File: src/rtl/pa_sysmap_pkg.sv
// pa_sysmap_pkg
//   Shared constants and types for the system-map lookup controller:
//   region count, field widths, default attribute for a miss, the
//   lookup FSM state encoding and the requester identifier.
//   Optional feature macro used by the slice: SYSMAP_CFG_LOCK_EN.
package pa_sysmap_pkg;

    localparam int unsigned SYSMAP_REGION_NUM = 8;
    localparam int unsigned SYSMAP_ADDR_W     = 20;
    localparam int unsigned SYSMAP_ATTR_W     = 5;
    localparam int unsigned SYSMAP_IDX_W      = 3;

    localparam logic [SYSMAP_ATTR_W-1:0] SYSMAP_DFLT_ATTR = 5'b00011;
    localparam logic [SYSMAP_IDX_W-1:0]  SYSMAP_LAST_IDX  = 3'(SYSMAP_REGION_NUM - 1);

    typedef enum logic [1:0] {
        ST_IDLE = 2'd0,
        ST_SCAN = 2'd1,
        ST_RESP = 2'd2
    } sysmap_state_e;

    typedef enum logic {
        SRC_IFU = 1'b0,
        SRC_LSU = 1'b1
    } sysmap_src_e;

endpackage

File: src/rtl/pa_sysmap_cfg_regs.sv
// pa_sysmap_cfg_regs
//   Region register file: per region a 20-bit top and a 5-bit attribute.
//   One write port, one indexed (combinational) read port.
//   With SYSMAP_CFG_LOCK_EN defined each region also carries a sticky lock
//   bit; a write to a locked region is dropped and wr_err pulses for one
//   cycle. Without the macro wr_lock is ignored and wr_err is tied low.
// Ports
//   clk, rst          : clock, asynchronous active-high reset
//   wr_en             : write strobe (already qualified by the handshake)
//   wr_idx/top/attr   : write target and data
//   wr_lock           : set the region's lock bit with this write
//   wr_err            : one-cycle pulse after a write hit a locked region
//   rd_idx            : read index
//   rd_top/rd_attr    : read data for rd_idx
module pa_sysmap_cfg_regs
    import pa_sysmap_pkg::*;
(
    input  logic                     clk,
    input  logic                     rst,
    input  logic                     wr_en,
    input  logic [SYSMAP_IDX_W-1:0]  wr_idx,
    input  logic [SYSMAP_ADDR_W-1:0] wr_top,
    input  logic [SYSMAP_ATTR_W-1:0] wr_attr,
    input  logic                     wr_lock,
    output logic                     wr_err,
    input  logic [SYSMAP_IDX_W-1:0]  rd_idx,
    output logic [SYSMAP_ADDR_W-1:0] rd_top,
    output logic [SYSMAP_ATTR_W-1:0] rd_attr
);

    logic [SYSMAP_REGION_NUM-1:0][SYSMAP_ADDR_W-1:0] top_q;
    logic [SYSMAP_REGION_NUM-1:0][SYSMAP_ATTR_W-1:0] attr_q;

    assign rd_top  = top_q[rd_idx];
    assign rd_attr = attr_q[rd_idx];

`ifdef SYSMAP_CFG_LOCK_EN
    logic [SYSMAP_REGION_NUM-1:0] lock_q;
    logic                         wr_blocked;

    assign wr_blocked = wr_en && lock_q[wr_idx];

    always_ff @(posedge clk or posedge rst) begin
        if (rst) begin
            top_q  <= '0;
            attr_q <= '0;
            lock_q <= '0;
            wr_err <= 1'b0;
        end else begin
            wr_err <= wr_blocked;
            if (wr_en && !wr_blocked) begin
                top_q[wr_idx]  <= wr_top;
                attr_q[wr_idx] <= wr_attr;
                if (wr_lock) begin
                    lock_q[wr_idx] <= 1'b1;
                end
            end
        end
    end
`else
    logic cfg_lock_unused;

    assign cfg_lock_unused = wr_lock;
    assign wr_err          = 1'b0;

    always_ff @(posedge clk or posedge rst) begin
        if (rst) begin
            top_q  <= '0;
            attr_q <= '0;
        end else if (wr_en) begin
            top_q[wr_idx]  <= wr_top;
            attr_q[wr_idx] <= wr_attr;
        end
    end
`endif

endmodule

File: src/rtl/pa_sysmap_lookup_ctrl.sv
// pa_sysmap_lookup_ctrl
//   Arbitrates IFU/LSU lookup requests (round-robin when both pending),
//   scans the 8 system-map regions one per cycle in ascending order and
//   returns the first region whose top is above the address, or a miss
//   with the default attribute. Configuration writes are accepted only
//   while idle with no request pending. Optional region locking is built
//   when SYSMAP_CFG_LOCK_EN is defined.
// Ports
//   forever_cpuclk, cpurst        : clock, asynchronous active-high reset
//   ifu_req/ifu_addr/ifu_gnt      : IFU lookup request, address[31:12], grant
//   lsu_req/lsu_addr/lsu_gnt      : LSU lookup request, address[31:12], grant
//   rsp_vld/rsp_rdy               : response handshake
//   rsp_id                        : 0 = IFU, 1 = LSU
//   rsp_hit/rsp_attr/rsp_region   : lookup result
//   cfg_wr_vld/cfg_wr_rdy         : config write handshake
//   cfg_wr_idx/top/attr/lock      : config write payload
//   cfg_wr_err                    : write rejected by a region lock
module pa_sysmap_lookup_ctrl
    import pa_sysmap_pkg::*;
(
    input  logic                     forever_cpuclk,
    input  logic                     cpurst,
    input  logic                     ifu_req,
    input  logic [SYSMAP_ADDR_W-1:0] ifu_addr,
    output logic                     ifu_gnt,
    input  logic                     lsu_req,
    input  logic [SYSMAP_ADDR_W-1:0] lsu_addr,
    output logic                     lsu_gnt,
    output logic                     rsp_vld,
    input  logic                     rsp_rdy,
    output logic                     rsp_id,
    output logic                     rsp_hit,
    output logic [SYSMAP_ATTR_W-1:0] rsp_attr,
    output logic [SYSMAP_IDX_W-1:0]  rsp_region,
    input  logic                     cfg_wr_vld,
    output logic                     cfg_wr_rdy,
    input  logic [SYSMAP_IDX_W-1:0]  cfg_wr_idx,
    input  logic [SYSMAP_ADDR_W-1:0] cfg_wr_top,
    input  logic [SYSMAP_ATTR_W-1:0] cfg_wr_attr,
    input  logic                     cfg_wr_lock,
    output logic                     cfg_wr_err
);

    sysmap_state_e             state_q, state_d;
    logic [SYSMAP_IDX_W-1:0]   idx_q, idx_d;
    logic                      last_lsu_q;
    logic [SYSMAP_ADDR_W-1:0]  addr_q;
    logic                      id_q;

    logic                      grant;
    logic                      sel_lsu;
    logic                      scan_done;
    logic                      scan_hit;
    logic                      cfg_wr_en;
    logic [SYSMAP_ADDR_W-1:0]  rd_top;
    logic [SYSMAP_ATTR_W-1:0]  rd_attr;

    pa_sysmap_cfg_regs u_cfg_regs (
        .clk     (forever_cpuclk),
        .rst     (cpurst),
        .wr_en   (cfg_wr_en),
        .wr_idx  (cfg_wr_idx),
        .wr_top  (cfg_wr_top),
        .wr_attr (cfg_wr_attr),
        .wr_lock (cfg_wr_lock),
        .wr_err  (cfg_wr_err),
        .rd_idx  (idx_q),
        .rd_top  (rd_top),
        .rd_attr (rd_attr)
    );

    // First match by index: a lower region with a larger top wins even if
    // the region table is not monotonic.
    assign scan_hit  = (addr_q < rd_top);
    assign cfg_wr_en = cfg_wr_vld && cfg_wr_rdy;

    always_comb begin
        state_d    = state_q;
        idx_d      = idx_q;
        grant      = 1'b0;
        sel_lsu    = 1'b0;
        scan_done  = 1'b0;
        rsp_vld    = 1'b0;
        cfg_wr_rdy = 1'b0;
        ifu_gnt    = 1'b0;
        lsu_gnt    = 1'b0;

        case (state_q)
            ST_IDLE: begin
                cfg_wr_rdy = !ifu_req && !lsu_req;
                if (ifu_req || lsu_req) begin
                    grant = 1'b1;
                    if (ifu_req && lsu_req) begin
                        sel_lsu = !last_lsu_q;
                    end else begin
                        sel_lsu = lsu_req;
                    end
                    ifu_gnt = !sel_lsu;
                    lsu_gnt = sel_lsu;
                    idx_d   = '0;
                    state_d = ST_SCAN;
                end
            end
            ST_SCAN: begin
                if (scan_hit || (idx_q == SYSMAP_LAST_IDX)) begin
                    scan_done = 1'b1;
                    state_d   = ST_RESP;
                end else begin
                    idx_d = idx_q + 3'd1;
                end
            end
            ST_RESP: begin
                rsp_vld = 1'b1;
                if (rsp_rdy) begin
                    state_d = ST_IDLE;
                end
            end
            default: begin
                state_d = ST_IDLE;
            end
        endcase
    end

    always_ff @(posedge forever_cpuclk or posedge cpurst) begin
        if (cpurst) begin
            state_q    <= ST_IDLE;
            idx_q      <= '0;
            last_lsu_q <= SRC_LSU;
            addr_q     <= '0;
            id_q       <= SRC_IFU;
            rsp_id     <= 1'b0;
            rsp_hit    <= 1'b0;
            rsp_attr   <= '0;
            rsp_region <= '0;
        end else begin
            state_q <= state_d;
            idx_q   <= idx_d;
            if (grant) begin
                addr_q     <= sel_lsu ? lsu_addr : ifu_addr;
                id_q       <= sel_lsu;
                last_lsu_q <= sel_lsu;
            end
            if (scan_done) begin
                rsp_id     <= id_q;
                rsp_hit    <= scan_hit;
                rsp_attr   <= scan_hit ? rd_attr : SYSMAP_DFLT_ATTR;
                rsp_region <= idx_q;
            end
        end
    end

endmodule

File: config.mk
export PLATFORM = sky130hd
export DESIGN_NAME = pa_sysmap_lookup_ctrl
export DESIGN_NICKNAME = d
export VERILOG_FILES = /design/src/rtl/pa_sysmap_pkg.sv /design/src/rtl/pa_sysmap_cfg_regs.sv /design/src/rtl/pa_sysmap_lookup_ctrl.sv
export SDC_FILE = /design/constraint.sdc
export NUM_CORES = 1
export LEC_CHECK = 0
export BUFFER_PORTS_ARGS = -buffer_cell sky130_fd_sc_hd__buf_2
export CORE_UTILIZATION = 42
export DETAILED_ROUTE_END_ITERATION = 7
export PLACE_DENSITY = 0.59
export SKIP_CTS_REPAIR_TIMING = 1
export SLEW_MARGIN = 20
export SYNTH_ARGS = -nofsm -noshare
export SYNTH_HDL_FRONTEND = slang
export SYNTH_SLANG_ARGS = --single-unit
File: constraint.sdc
create_clock -name forever_cpuclk -period 10.1 [get_ports forever_cpuclk]
set_clock_uncertainty 0.1 [all_clocks]
set_input_delay 1.01 -clock forever_cpuclk [delete_from_list [all_inputs] [get_ports forever_cpuclk]]
set_output_delay 1.01 -clock forever_cpuclk [all_outputs]
set_load 0.02 [all_outputs]
==> results of run 1 <==
-- worst register-to-register path: stages, from the launching register on --
cell	delay (ns)
dfrtp_2	0.48
buf_4	0.78
mux4_2	0.63
mux2i_1	0.41
ha_1	0.20
nand4_1	0.14
nor3_1	0.37
o211ai_1	0.16
o211a_1	0.32
and2_1	0.37
o311a_1	0.33
-- where the power goes --
| part | switching [mW] | internal (mW) | total [mW] |
|---|---|---|---|
| Sequential | 0.171 | 1.25 | 1.42 |
| Clock | 0.373 | 0.580 | 0.953 |
| Combinational | 0.587 | 0.538 | 1.12 |
-- synthesized netlist by cell type (all sizes together) --
master   number  area share [%]
a21oi         4            0.18
o22ai        20             1.1
and3          1           0.057
o2bb2ai       1           0.079
mux2        204              21
dfrtp       236              53
nor2         10            0.36
and2          1           0.057
o311ai        7            0.62
nand2b        3            0.17
ha           21             2.4
conb          1           0.034
nor4          1            0.11
or2           1           0.057
a211oi        5            0.34
o21a          3            0.20
a31o          1           0.079
buf          32             1.6
nor2b         4            0.23
nand2        36             1.2
a22o          1           0.079
dfstp         1            0.24
nor3b         1           0.068
nor3          5            0.23
mux2i        23             2.1
mux4         49              10
o211a         1           0.090
nand3b        4            0.34
a2111oi       1           0.079
clkbuf       20            0.68
inv          12            0.41
nand4        10            0.57
nand3         4            0.23
o311a         2            0.18
a21o          2            0.14
a211o         1           0.079
o21ai        24             1.1
a31oi         5            0.28
o211ai        2            0.14
-- state kept, by name (all words and copies together) (netlist names) --
signal             count
last_lsu_q             1
rsp_region             3
idx_q                  3
u_cfg_regs.top_q     160
rsp_attr               5
rsp_hit                1
u_cfg_regs.attr_q     40
id_q                   1
addr_q                20
rsp_id                 1
state_q                2
-- worst max-delay path by stage --
stage	slack, ns	cells past startpoint	start	to
after floorplan	2.49	1	cpurst	addr_q[0]$_DFFE_PP0P_
after global placement	5.65	10	idx_q[0]$_DFFE_PP0P_	rsp_attr[1]$_DFFE_PP0P_
after detailed placement	5.63	10	idx_q[0]$_DFFE_PP0P_	rsp_attr[1]$_DFFE_PP0P_
after CTS	5.64	10	idx_q[0]$_DFFE_PP0P_	rsp_attr[0]$_DFFE_PP0P_
after global routing	5.43	10	idx_q[0]$_DFFE_PP0P_	rsp_attr[1]$_DFFE_PP0P_
final	5.69	10	idx_q[0]$_DFFE_PP0P_	rsp_attr[1]$_DFFE_PP0P_
-- metal layers --
layer	GRT usage [%]	share of wire (%)	vias up
li1	-	-	2981
met1	24.3	43	3414
met2	33.6	50	151
met3	3.03	4.3	40
met4	5.35	2.0	0
met5	0	0	-
-- cells by family after synthesis --
| group | after synthesis | share of synthesized area [%] |
|---|---|---|
| flip-flops | 237 | 53.6 |
| AND/OR/NAND/NOR | 81 | 3.69 |
| multiplexers | 276 | 32.8 |
| adder cells (fa/ha/maj) | 21 | 2.38 |
| other | 1 | 0.0339 |
| AO/OA/AOI/OAI | 80 | 4.78 |
| buffers and inverters | 64 | 2.68 |
-- metrics by stage --
step           instances  hold WS [ns]  utilization [%]
2_1_floorplan        760         0.351                -
3_5_place_dp        1137         0.371             45.2
5_1_grt             1182         0.406             48.6
3_3_place_gp        1137         0.362             45.2
6_report            1184         0.385             48.6
4_1_cts             1182         0.383             48.6
-- area by class of cell --
type | count | area [sq um]
well taps | 335 | 419
inverters | 12 | 52.6
fillers | 2208 | 13400
clock inverters | 9 | 101
clock buffers | 36 | 769
flip-flops and latches | 237 | 5930
diodes | 2 | 5.00
repair buffers | 94 | 488
multi-input cells | 459 | 4860
==> impl_metrics.env, run 1 <==
export IMPL_outcome="finished, final reports clean"
export IMPL_cts_buffer_depth=3
export IMPL_fmax_ghz=0.227
export IMPL_cp_max_fo=48
export IMPL_start_util_pct=42.6
export IMPL_clk_pin_slew_ns=0.06
export IMPL_cts_tree="yes"
export IMPL_drc=0
export IMPL_grt_max_degree=95
export IMPL_critPathKind="flip-flop to flip-flop"
export IMPL_grt_total_usage_pct=19.1
export IMPL_cp_data_required_time_ns=10.40
export IMPL_worst_setup_path_end_kind="flip-flop"
export IMPL_gp_congestion=0.767
export IMPL_maxCapViolCount=0
export IMPL_antenna_found_initial=2
export IMPL_crit_family="multiplexers"
export IMPL_period_share_pct=43.7
export IMPL_numClockSinks=237
export IMPL_grt_pass1_wl_mm=39.3
export IMPL_routed_wl_mm=24.5
export IMPL_reg2reg_depth=10
export IMPL_whs_path_depth=1
export IMPL_io_buffers=87
export IMPL_cellLeakagePower_nw=6.06
export IMPL_crit_buf_inv=1
export IMPL_cts_root_buf="clkbuf_16"
export IMPL_post_route_min_period_ns=4.41
export IMPL_pre_cts_ws_ns=5.63
export IMPL_worstSetupStartpointType="flip-flop"
export IMPL_power_mw=3.50
export IMPL_ant_nets=0
export IMPL_holdCritStartpoint="u_cfg_regs.top_q[134]$_DFFE_PP0P_"
export IMPL_yosysWarningCount=0
export IMPL_setup_viol_count_final=0
export IMPL_htreeDepth=1
export IMPL_postPlaceCellArea_sq_um=11800
export IMPL_die_h_um=164
export IMPL_worst_pin_slew_ns=1.05
export IMPL_hpwl_mm=15.1
export IMPL_syn_avg_cell_area_sq_um=14.6
export IMPL_insertion_delay_ns=0.52
export IMPL_slew_headroom_pct=29.9
export IMPL_hold_viol=0
export IMPL_fin_nets=926
export IMPL_final_common_cell="dfrtp_1"
export IMPL_first_pass_iters=5
export IMPL_power_density_nw_per_um2=277
export IMPL_wl_per_cell_um=20.7
export IMPL_setup_ws_ns=5.69
export IMPL_ys_seq_area_share_pct=53.6
export IMPL_ff2ff_setup_slack_ns=5.69
export IMPL_synthCells=760
export IMPL_first_global_vias=7229
export IMPL_die_x_um=164
export IMPL_vdd_ir_drop_max_uv=271
export IMPL_num_vias=6586
export IMPL_path_cells="buf_4, mux4_2, mux2i_1, ha_1, nand4_1, nor3_1, o211ai_1, o211a_1, and2_1, o311a_1"
export IMPL_fp_row_count=59
export IMPL_core_sq_um=26000
export IMPL_setup_tns_final_ns=0
export IMPL_syn_num_nets=856
export IMPL_final_cell_area_sq_um=12600
export IMPL_layout_common_cells="dfrtp_1, mux2_1, buf_2"
export IMPL_r2r_end="rsp_attr[1]$_DFFE_PP0P_"
export IMPL_dieArea_sq_um=27000
export IMPL_r2r_start="idx_q[0]$_DFFE_PP0P_"
export IMPL_slew_violations=0
export IMPL_drive_gt1_share_pct=24.1
export IMPL_ys_types=49
export IMPL_drt_iter0_drc=356
export IMPL_hold_path_end="u_cfg_regs.top_q[134]$_DFFE_PP0P_"
export IMPL_grt_overflow=0
export IMPL_syn_area_sq_um=11100
export IMPL_area_delta_synth_final_pct=14.2
export IMPL_yosys_register_bits=237
export IMPL_rsz0062_at_grt="false"
export IMPL_slowest_delay_ns=0.78
export IMPL_hold_class="flip-flop to flip-flop"
export IMPL_crit_slowest_cell="buf_4"
export IMPL_arrival_ns=4.71
export IMPL_io_pin_count=90
export IMPL_via_per_inst=5.56
export IMPL_numCtsBuffers=26
Power figures use the tool's default switching activity.
==> inputs of run 2 (changes only) <==
==> constraint.sdc (replaced) <==
create_clock -name forever_cpuclk -period 4.23 [get_ports forever_cpuclk]
set_clock_uncertainty 0.1 [all_clocks]
set_input_delay 0.423 -clock forever_cpuclk [delete_from_list [all_inputs] [get_ports forever_cpuclk]]
set_output_delay 0.423 -clock forever_cpuclk [all_outputs]
set_load 0.02 [all_outputs]
==> impl_metrics.env, run 2 (same netlist as run 1, synthesis figures left out) <==
export IMPL_numClockSinks=237
export IMPL_cts_buffer_depth=3
export IMPL_start_util_pct=42.6
export IMPL_hpwl_mm=15.7
export IMPL_reg2reg_depth=10
export IMPL_ff2ff_setup_slack_ns=0.45
export IMPL_power_density_nw_per_um2=654
export IMPL_drive_gt1_share_pct=24.8
export IMPL_die_x_um=164
export IMPL_cellLeakagePower_nw=6.12
export IMPL_r2r_end="rsp_attr[1]$_DFFE_PP0P_"
export IMPL_antenna_found_initial=3
export IMPL_post_route_min_period_ns=3.78
export IMPL_path_cells="buf_12, mux4_2, mux2i_1, ha_1, nand2_1, nor3_1, o211ai_1, o211a_1, and2_1, o311a_1"
export IMPL_die_h_um=164
export IMPL_cts_root_buf="clkbuf_16"
export IMPL_slowest_delay_ns=0.61
export IMPL_worst_pin_slew_ns=1.01
export IMPL_crit_slowest_cell="dfrtp_2"
export IMPL_slew_violations=0
export IMPL_hold_path_end="state_q[1]$_DFFE_PP0P_"
export IMPL_fmax_ghz=0.264
export IMPL_outcome="finished, final reports clean"
export IMPL_holdCritStartpoint="rsp_rdy"
export IMPL_n_fill_cell=2213
export IMPL_rsz0062_at_grt="false"
export IMPL_grt_max_degree=116
export IMPL_largest_reg_flops=160
export IMPL_numCtsBuffers=26
export IMPL_setup_viol_count_final=0
export IMPL_first_pass_iters=4
export IMPL_worstSetupStartpointType="flip-flop"
export IMPL_via_per_inst=5.59
export IMPL_final_common_cell="dfrtp_1"
export IMPL_slew_headroom_pct=32.2
export IMPL_hold_viol=0
export IMPL_cp_data_required_time_ns=4.53
export IMPL_maxCapViolCount=0
export IMPL_layout_common_cells="dfrtp_1, mux2_1, buf_2"
export IMPL_vdd_ir_drop_max_uv=457
export IMPL_routed_wl_mm=24.6
export IMPL_setup_tns_final_ns=0
export IMPL_core_sq_um=26000
export IMPL_power_mw=8.35
export IMPL_num_vias=6702
export IMPL_seqCellArea_sq_um=5930
export IMPL_clk_pin_slew_ns=0.06
export IMPL_largest_register="u_cfg_regs.top_q"
export IMPL_hold_class="input pin to flip-flop"
export IMPL_io_buffers=87
export IMPL_arrival_ns=4.08
export IMPL_cp_max_fo=36
export IMPL_cts_tree="yes"
export IMPL_gp_congestion=0.831
export IMPL_largestRegisters="u_cfg_regs.top_q: 160 flops, u_cfg_regs.attr_q: 40 flops, addr_q: 20 flops"
export IMPL_postPlaceCellArea_sq_um=11900
export IMPL_final_cell_area_sq_um=12800
export IMPL_worst_setup_path_end_kind="flip-flop"
export IMPL_period_share_pct=89.4
export IMPL_grt_pass1_wl_mm=39.4
export IMPL_first_global_vias=7178
export IMPL_grt_total_usage_pct=19.0
export IMPL_drc=0
export IMPL_fp_row_count=59
export IMPL_io_pin_count=90
export IMPL_crit_buf_inv=1
export IMPL_dieArea_sq_um=27000
export IMPL_wl_per_cell_um=20.5
export IMPL_area_delta_synth_final_pct=15.4
export IMPL_htreeDepth=1
export IMPL_insertion_delay_ns=0.52
export IMPL_grt_overflow=0
export IMPL_multiInputGateArea_sq_um=4860
export IMPL_critPathKind="flip-flop to flip-flop"
export IMPL_fin_nets=940
export IMPL_ant_nets=0
export IMPL_whs_path_depth=3
export IMPL_drt_iter0_drc=408
export IMPL_r2r_start="idx_q[0]$_DFFE_PP0P_"
export IMPL_crit_family="multiplexers"
==> run 2: worst max path at each step <==
stage / startpoint / endpoint / slack, ns / depth (start not counted)
after floorplan: cpurst / addr_q[0]$_DFFE_PP0P_ / 0.60 / 1
after global placement: idx_q[0]$_DFFE_PP0P_ / rsp_attr[1]$_DFFE_PP0P_ / 0.58 / 10
after detailed placement: idx_q[0]$_DFFE_PP0P_ / rsp_attr[1]$_DFFE_PP0P_ / 0.50 / 10
after CTS: idx_q[0]$_DFFE_PP0P_ / rsp_attr[1]$_DFFE_PP0P_ / 0.48 / 10
after global routing: idx_q[0]$_DFFE_PP0P_ / rsp_attr[1]$_DFFE_PP0P_ / 0.42 / 10
final: idx_q[0]$_DFFE_PP0P_ / rsp_attr[1]$_DFFE_PP0P_ / 0.45 / 10
==> run 2: final cells by class <==
type	instances	share of cell area (%)
clock inverters	4	0.186
clock buffers	43	6.47
flip-flops and latches	237	46.5
inverters	12	0.382
diodes	2	0.0392
well taps	335	3.28
multi-input cells	459	38.0
repair buffers	108	5.15
==> run 2: metal layers <==
| layer | vias to the layer above | track usage, % | part of all wire (%) |
|---|---|---|---|
| li1 | 3002 | - | - |
| met1 | 3495 | 25.2 | 45 |
| met2 | 168 | 31.3 | 47 |
| met3 | 35 | 4.60 | 6.0 |
| met4 | 2 | 5.01 | 1.7 |
| met5 | - | 0 | 0.045 |
==> run 2: worst register-to-register path: cells and delay by family (launching register included) <==
kind            cells  cell delay (ns)
buf+inv             1             0.32
compound gates      3             0.73
mux                 2             0.99
fa+ha+maj           1             0.22
flops               1             0.61
simple gates        3             0.69
==> run 2: where the power goes <==
part	total, mW	internal [mW]	switching (mW)
logic	2.75	1.36	1.40
clock network	2.18	1.32	0.863
registers	3.41	2.98	0.430
==> run 2: stage by stage <==
| step | setup slack, ns | utilization [%] | std cells | hold slack [ns] |
|---|---|---|---|---|
| detailed placement | 0.498 | 45.8 | 1150 | 0.369 |
| floorplan | 0.602 | - | 760 | 0.351 |
| global placement | 0.580 | 45.8 | 1150 | 0.362 |
| finish | 0.448 | 49.1 | 1200 | 0.0602 |
| global route | 0.420 | 49.1 | 1198 | 0.0679 |
| CTS | 0.483 | 49.1 | 1197 | -0.0799 |
==> inputs of run 3 (changes only) <==
--- a/config.mk
+++ b/config.mk
@@ -5,10 +5,10 @@
 export SDC_FILE = /design/constraint.sdc
 export NUM_CORES = 1
 export LEC_CHECK = 0
-export BUFFER_PORTS_ARGS = -buffer_cell sky130_fd_sc_hd__buf_2
 export CORE_UTILIZATION = 42
 export DETAILED_ROUTE_END_ITERATION = 7
-export PLACE_DENSITY = 0.59
+export DONT_BUFFER_PORTS = 1
+export PLACE_DENSITY = 0.56
 export SKIP_CTS_REPAIR_TIMING = 1
 export SLEW_MARGIN = 20
 export SYNTH_ARGS = -nofsm -noshare
==> impl_metrics.env, run 3 (same netlist as run 1, synthesis figures left out) <==
export IMPL_outcome="finished, final reports clean"
export IMPL_dieArea_sq_um=27000
export IMPL_switchingPower_mw=2.67
export IMPL_layout_common_cells="dfrtp_1, mux2_1, mux4_2"
export IMPL_dpl_cell_count=1062
export IMPL_combPwrFrac_pct=31.0
export IMPL_crit_family="multiplexers"
export IMPL_area_delta_synth_final_pct=14.2
export IMPL_fmax_ghz=0.276
export IMPL_final_util_pct=48.6
export IMPL_start_util_pct=42.6
export IMPL_crit_buf_inv=1
export IMPL_first_global_vias=6700
export IMPL_io_pin_count=90
export IMPL_cp_max_fo=15
export IMPL_seqPwrFrac_pct=42.4
export IMPL_pre_cts_ws_ns=0.567
export IMPL_core_sq_um=26000
export IMPL_numClockSinks=237
export IMPL_power_density_nw_per_um2=656
export IMPL_worst_setup_path_end_kind="flip-flop"
export IMPL_post_route_min_period_ns=3.62
export IMPL_largest_register="u_cfg_regs.top_q"
export IMPL_hold_viol=0
export IMPL_switching_share_pct=32.2
export IMPL_hpwl_mm=14.8
export IMPL_cellLeakagePower_nw=5.90
export IMPL_worst_pin_slew_ns=1.02
export IMPL_period_share_pct=85.6
export IMPL_die_x_um=164
export IMPL_via_per_inst=5.60
export IMPL_path_cells="buf_12, mux4_2, mux2i_1, ha_1, nand4_1, nor3_1, o211ai_1, a31o_1, and2_1, o311a_1"
export IMPL_vdd_ir_drop_max_uv=510
export IMPL_drive_gt1_share_pct=16.0
export IMPL_final_cell_area_sq_um=12600
export IMPL_die_h_um=164
export IMPL_numCtsBuffers=26
export IMPL_fp_row_count=59
export IMPL_power_mw=8.29
export IMPL_cp_data_required_time_ns=4.54
export IMPL_grt_total_usage_pct=18.6
export IMPL_setup_viol_count_final=0
export IMPL_wl_per_cell_um=20.9
export IMPL_drt_iter0_drc=389
export IMPL_largestRegisters="u_cfg_regs.top_q: 160 flops, u_cfg_regs.attr_q: 40 flops, addr_q: 20 flops"
export IMPL_worstSetupStartpointType="flip-flop"
export IMPL_fin_nets=883
export IMPL_largest_reg_flops=160
export IMPL_num_vias=6403
export IMPL_grt_max_degree=194
export IMPL_routed_wl_mm=23.9
export IMPL_slew_violations=0
export IMPL_io_buffers=0
export IMPL_ant_nets=0
export IMPL_cts_tree="yes"
export IMPL_crit_slowest_cell="dfrtp_2"
export IMPL_drc=0
export IMPL_maxCapViolCount=0
export IMPL_clk_pin_slew_ns=0.06
export IMPL_postPlaceCellArea_sq_um=11400
export IMPL_arrival_ns=3.93
export IMPL_slowest_delay_ns=0.58
export IMPL_slew_headroom_pct=31.5
export IMPL_setup_tns_final_ns=0
export IMPL_cts_buffer_depth=3
export IMPL_grt_overflow=0
export IMPL_finalNonFillerCells=1144
export IMPL_critPathKind="flip-flop to flip-flop"
export IMPL_hold_class="input pin to flip-flop"
export IMPL_gp_congestion=0.770
export IMPL_cts_root_buf="clkbuf_16"
export IMPL_antenna_found_initial=3
export IMPL_final_common_cell="dfrtp_1"
export IMPL_rsz0062_at_grt="false"
export IMPL_p_int_mw=5.62
export IMPL_grt_pass1_wl_mm=38.0
export IMPL_first_pass_iters=5
export IMPL_setup_ws_ns=0.608
export IMPL_whs_ns=0.00711
export IMPL_htreeDepth=1
export IMPL_power_frac_clock_pct=26.6
export IMPL_insertion_delay_ns=0.52
-- run 3: routing by layer --
| layer | wire, um | global-route usage (%) | share of wire [%] | up-vias |
|---|---|---|---|---|
| li1 | - | - | - | 2906 |
| met1 | 11200 | 25.9 | 47 | 3320 |
| met2 | 11100 | 29.5 | 46 | 140 |
| met4 | 384 | 4.46 | 1.6 | 0 |
| met5 | 0 | 0 | 0 | - |
| met3 | 1230 | 4.12 | 5.1 | 37 |
-- run 3: path summary, 6_finish.rpt --
kind	startpoint	to	slack, ns	depth (start not counted)
max	idx_q[0]$_DFFE_PP0P_	rsp_attr[1]$_DFFE_PP0P_	0.61	10
min	ifu_addr[15]	addr_q[15]$_DFFE_PP0P_	0.007	2
max reg2reg	idx_q[0]$_DFFE_PP0P_	rsp_attr[1]$_DFFE_PP0P_	0.61	10
min reg2reg	u_cfg_regs.top_q[130]$_DFFE_PP0P_	u_cfg_regs.top_q[130]$_DFFE_PP0P_	0.38	1
max in group asynchronous	cpurst	u_cfg_regs.top_q[8]$_DFFE_PP0P_	2.67	4
min in group asynchronous	cpurst	u_cfg_regs.top_q[16]$_DFFE_PP0P_	0.37	3
-- run 3: area by class of cell --
| cell class | count | area (sq um) |
|---|---|---|
| clock inverter | 9 | 76.3 |
| timing repair buffer | 51 | 518 |
| clock buffer | 38 | 777 |
| tap | 335 | 419 |
| multi-input combinational | 459 | 4850 |
| sequential | 237 | 5940 |
| antenna | 3 | 7.51 |
| fill | 2167 | 13300 |
| inverter | 12 | 48.8 |
-- run 3: power by group through the flow --
stage / Sequential, mW / Clock (mW) / Combinational [mW]
after floorplan: 3.32 / 0 / 2.12
after global placement: 3.50 / 0 / 2.45
after detailed placement: 3.55 / 0 / 2.55
after CTS: 3.52 / 2.28 / 2.56
after global routing: 3.61 / 2.39 / 2.87
final: 3.51 / 2.21 / 2.57
